### src/rtl/data_mem_arbiter.sv
// Round-robin arbiter/sequencer sharing one 256x16 data RAM between the CPU
// load/store path (A) and the DMA/debug loader (B); one access per 3 cycles.
module data_mem_arbiter #(
  parameter int DATA_W    = 16,
  parameter int ADDR_W    = 16,
  parameter int MEM_BYTES = 512
) (
  input  logic              clk,
  input  logic              rst,
  input  logic              a_req,
  input  logic              a_we,
  input  logic [ADDR_W-1:0] a_addr,
  input  logic [DATA_W-1:0] a_wdata,
  output logic [DATA_W-1:0] a_rdata,
  output logic              a_ack,
  input  logic              b_req,
  input  logic              b_we,
  input  logic [ADDR_W-1:0] b_addr,
  input  logic [DATA_W-1:0] b_wdata,
  output logic [DATA_W-1:0] b_rdata,
  output logic              b_ack,
  output logic              err,
  output logic              busy,
  output logic [ADDR_W-1:0] mem_access_addr,
  output logic [DATA_W-1:0] mem_write_data,
  output logic              mem_write_en,
  output logic              mem_read,
  input  logic [DATA_W-1:0] mem_read_data
);

  typedef enum logic [1:0] {IDLE, SERVE, ACK} state_t;

  // One extra bit so a limit equal to the full address space still compares correctly.
  localparam logic [ADDR_W:0] MEM_LIMIT = MEM_BYTES[ADDR_W:0];

  state_t            state_q, state_d;
  logic              last_b_q, last_b_d;
  logic              gnt_b_q, gnt_b_d;
  logic              we_q, we_d;
  logic [ADDR_W-1:0] addr_q, addr_d;
  logic [DATA_W-1:0] wdata_q, wdata_d;
  logic              err_q, err_d;
  logic [DATA_W-1:0] a_rdata_q, a_rdata_d;
  logic [DATA_W-1:0] b_rdata_q, b_rdata_d;

  logic              addr_legal;
  logic              grant_b;
  logic [DATA_W-1:0] capture_data;

  assign addr_legal = ({1'b0, addr_q} < MEM_LIMIT) && !addr_q[0];

  always_ff @(posedge clk or posedge rst) begin
    if (rst) begin
      state_q   <= IDLE;
      last_b_q  <= 1'b1;
      gnt_b_q   <= 1'b0;
      we_q      <= 1'b0;
      addr_q    <= '0;
      wdata_q   <= '0;
      err_q     <= 1'b0;
      a_rdata_q <= '0;
      b_rdata_q <= '0;
    end else begin
      state_q   <= state_d;
      last_b_q  <= last_b_d;
      gnt_b_q   <= gnt_b_d;
      we_q      <= we_d;
      addr_q    <= addr_d;
      wdata_q   <= wdata_d;
      err_q     <= err_d;
      a_rdata_q <= a_rdata_d;
      b_rdata_q <= b_rdata_d;
    end
  end

  always_comb begin
    state_d         = state_q;
    last_b_d        = last_b_q;
    gnt_b_d         = gnt_b_q;
    we_d            = we_q;
    addr_d          = addr_q;
    wdata_d         = wdata_q;
    err_d           = err_q;
    a_rdata_d       = a_rdata_q;
    b_rdata_d       = b_rdata_q;
    grant_b         = 1'b0;
    capture_data    = '0;
    mem_access_addr = '0;
    mem_write_data  = '0;
    mem_write_en    = 1'b0;
    mem_read        = 1'b0;

    case (state_q)
      IDLE: begin
        if (a_req || b_req) begin
          // B wins when alone, or on contention when A was granted last.
          grant_b  = b_req && (!a_req || !last_b_q);
          gnt_b_d  = grant_b;
          last_b_d = grant_b;
          we_d     = grant_b ? b_we    : a_we;
          addr_d   = grant_b ? b_addr  : a_addr;
          wdata_d  = grant_b ? b_wdata : a_wdata;
          state_d  = SERVE;
        end
      end
      SERVE: begin
        mem_access_addr = addr_q;
        mem_write_en    = addr_legal && we_q;
        mem_read        = addr_legal && !we_q;
        mem_write_data  = (addr_legal && we_q) ? wdata_q : '0;
        err_d           = !addr_legal;
        // Legal writes keep rdata; legal reads load RAM data; illegal accesses clear it.
        if (!we_q || !addr_legal) begin
          capture_data = addr_legal ? mem_read_data : '0;
          if (gnt_b_q) b_rdata_d = capture_data;
          else         a_rdata_d = capture_data;
        end
        state_d = ACK;
      end
      ACK: begin
        state_d = IDLE;
      end
      default: begin
        state_d = IDLE;
      end
    endcase
  end

  assign a_ack   = (state_q == ACK) && !gnt_b_q;
  assign b_ack   = (state_q == ACK) && gnt_b_q;
  assign err     = (state_q == ACK) && err_q;
  assign busy    = (state_q != IDLE);
  assign a_rdata = a_rdata_q;
  assign b_rdata = b_rdata_q;

endmodule
### config.mk
export PLATFORM = sky130hd
export DESIGN_NAME = data_mem_arbiter
export DESIGN_NICKNAME = d
export VERILOG_FILES = /design/src/rtl/data_mem_arbiter.sv
export SDC_FILE = /design/constraint.sdc
export NUM_CORES = 1
export LEC_CHECK = 0
export BUFFER_PORTS_ARGS = -buffer_cell sky130_fd_sc_hd__clkbuf_2
export CORE_MARGIN = 1.5
export CORE_UTILIZATION = 40
export CTS_BUF_LIST = sky130_fd_sc_hd__clkbuf_4 sky130_fd_sc_hd__clkbuf_8
export DETAILED_ROUTE_END_ITERATION = 8
export GPL_ROUTABILITY_DRIVEN = 0
export HOLD_SLACK_MARGIN = 0.1
export PLACE_DENSITY = 0.69
export SLEW_MARGIN = 20
export SYNTH_ARGS = -nofsm -noshare
export SYNTH_HDL_FRONTEND = slang
export SYNTH_SLANG_ARGS = --single-unit
### constraint.sdc
create_clock -name clk -period 3.55 [get_ports clk]
set_input_delay 0.5325 -clock clk [delete_from_list [all_inputs] [get_ports clk]]
set_output_delay 0.5325 -clock clk [all_outputs]
set_load 0.01 [all_outputs]
==> flow_metrics.tcl <==
set metrics [dict create \
    status "complete, no violations" \
    die_y_um 96.0 \
    rows 33 \
    dp.cells 535 \
    cts.path.max_buffers 2 \
    syn_area_um2 3460 \
    crit_slowest_cell "and4_1" \
    leakage_uw 0.00225 \
    ioPinCount 156 \
    max_freq_ghz 0.365 \
    mostFrequentLayoutCell "clkbuf_2" \
    grt-ovfl-total 0 \
    yosysUniqueCellTypes 29 \
    hold_violations 0 \
    clock_latency_ns 0.34 \
    min_period_ns 2.74 \
    syn-num-nets 373 \
    fin_area_um2 4520 \
    wl_met3_um 600 \
    reg2reg_from "state_q[1]$_DFFE_PP0P_" \
    crit_path_max_incr_delay_ns 0.61 \
    drc_errors 0 \
    syn_to_final_growth_pct 30.8 \
    fin_nets 527 \
    antenna_found_initial 0 \
    grt_pass1_vias 2686 \
    power.density_nw_per_um2 651 \
    firstDrtPassIters 4 \
    setup_viol 0 \
    die_width_um 96.0 \
    ys_seq_elements 70 \
    path_cells "nor4_4 > and4_1 > and2_1 > clkbuf_2" \
    worstPathArrival_ns 2.21 \
    critical_path_class "register to output pin" \
    hp-class "input port to async pin" \
    layout.cells.non_filler 551 \
    die_area_um2 9210 \
    final_cell_mix "155 x clkbuf_2, 69 x dfrtp_1, 67 x mux2_2" \
    vias_per_cell 4.84 \
    h-tree-depth 3 \
    antenna_cells 0 \
    port_buffers 155 \
    tns_ns 0 \
    grt_usage_pct 19.1 \
    wl_met1_um 3600 \
    clkSinkCount 70 \
    place_area_um2 4300 \
    postCtsSetupBuffers 0 \
    ctsHoldBuffers 0 \
    path_buf_inv 1 \
    routed-via-count 2665 \
    drtIter0Drc 54 \
    multi_input_area_um2 1490 \
    grt_pass1_wl_um 13100 \
    clock_skew_ns 0.0113 \
    cp-end-kind "output pin" \
    start_util_pct 41.7 \
    vdd_drop_max_v 0.000295 \
    wl_per_cell_um 14.8 \
    ff_latch_area_um2 1750 \
    numCtsBuffers 9 \
    wl_met2_um 3900 \
    rsz0062_at_grt "no" \
    highest_layer "met4" \
    worst_pin_slew_ns 1.00 \
    cts_tree "done" \
    max_slew_margin_pct 33.1 \
    slew_violations 0 \
    fin_total_pwr_uw 2950 \
    coreArea_um2 8300 \
    cts.clk_slew.worst_paths_ns 0.07 \
    rrSetupSlack_ns 1.42 \
    n_fill_cell 730 \
    drive_gt1_share_pct 57.2 \
    grt_max_degree 44 \
    period_share_pct 77.2 \
    ys_seq_area_share_pct 50.7 \
    dp_hpwl_um 5800 \
    cap_violations 0 \
    avgSynthCellArea_um2 12.0 \
    cts_root_buf "clkbuf_8" \
    cp-start-kind "register" \
    wirelength_um 8180 \
    cp_max_fo 17 \
    crit_path_start "addr_q[12]$_DFFE_PP0P_" \
    synth_cells 287 \
    ys_warn_count 0 \
    ant_nets 0 \
    cts_resized 0 \
    crit_family "simple AND/OR/NAND/NOR gates" \
    cp.required_ns 3.02 \
]
==> power breakdown <==
group | internal (µW) | switching (µW)
Sequential | 1040 | 198
Clock | 429 | 280
Combinational | 537 | 466
Total | 2000 | 944
==> path summary, 6_finish.rpt <==
| kind | end | depth (start not counted) |
|---|---|---|
| setup / recovery | mem_write_data[14] | 4 |
| hold / removal | a_rdata[2]$_DFFE_PP0P_ | 2 |
| setup reg to reg | addr_q[10]$_DFFE_PP0P_ | 3 |
| hold reg to reg | err_q$_DFFE_PP0P_ | 1 |
| max in group asynchronous | b_rdata[15]$_DFFE_PP0P_ | 3 |
| min in group clk | b_rdata[12]$_DFFE_PP0P_ | 3 |
==> area by class of cell <==
cell class | count | area share, %
Sequential cell | 70 | 38.8
Multi-Input combinational cell | 168 | 32.9
Timing Repair Buffer | 159 | 17.8
Clock buffer | 12 | 3.37
Tap cell | 105 | 2.90
Inverter | 33 | 2.74
Clock inverter | 4 | 1.55
==> registers in the layout (all words and copies together) (netlist names) <==
register and count:
a_rdata 16, addr_q 16, b_rdata 16, wdata_q 16, state_q 2, err_q 1
gnt_b_q 1, last_b_q 1, we_q 1
==> cell usage after synthesis <==
cell / instances / area share (%)
nand4b_2: 1 / 0.43
and3b_1: 2 / 0.51
dfrtp_1: 69 / 50
dfstp_2: 1 / 0.76
buf_2: 6 / 0.87
and2_1: 32 / 5.8
nand3b_1: 1 / 0.22
nand2b_1: 16 / 2.9
nand4_2: 1 / 0.36
buf_4: 5 / 1.1
nand3_1: 1 / 0.14
a21boi_2: 1 / 0.33
nor2b_1: 1 / 0.18
o21a_1: 1 / 0.22
nor4_4: 2 / 1.2
mux2_1: 1 / 0.33
a31oi_2: 2 / 0.72
o22ai_1: 30 / 5.4
or3b_1: 1 / 0.25
or2_2: 1 / 0.18
nor3b_1: 1 / 0.22
and4_1: 1 / 0.25
clkbuf_1: 3 / 0.33
mux2_2: 67 / 22
nor2_1: 2 / 0.22
inv_1: 33 / 3.6
nor2_4: 1 / 0.33
buf_6: 2 / 0.65
o22ai_2: 2 / 0.72
==> stage by stage <==
step	utilization [%]	hold WS [ns]	worst slack, ns
after floorplan	-	0.457	1.25
after global placement	51.8	0.468	1.28
after detailed placement	51.8	0.484	1.19
after CTS	54.5	0.400	0.798
after global routing	54.5	0.435	0.634
final	54.5	0.368	0.811
==> cells by family after synthesis <==
family	after synthesis	share of synthesized area (%)
AOI/OAI and AO/OA	36	7.42
buffers and inverters	49	6.51
DFF	70	50.7
muxes	68	22.1
and+or+nand+nor	64	13.2
==> routing by layer <==
metal / vias to the layer above / track usage (%)
met5: - / 0
met4: 0 / 5.64
met3: 6 / 6.40
met2: 104 / 30.6
met1: 1269 / 24.5
li1: 1286 / -
(Power assumes the default switching activity.)
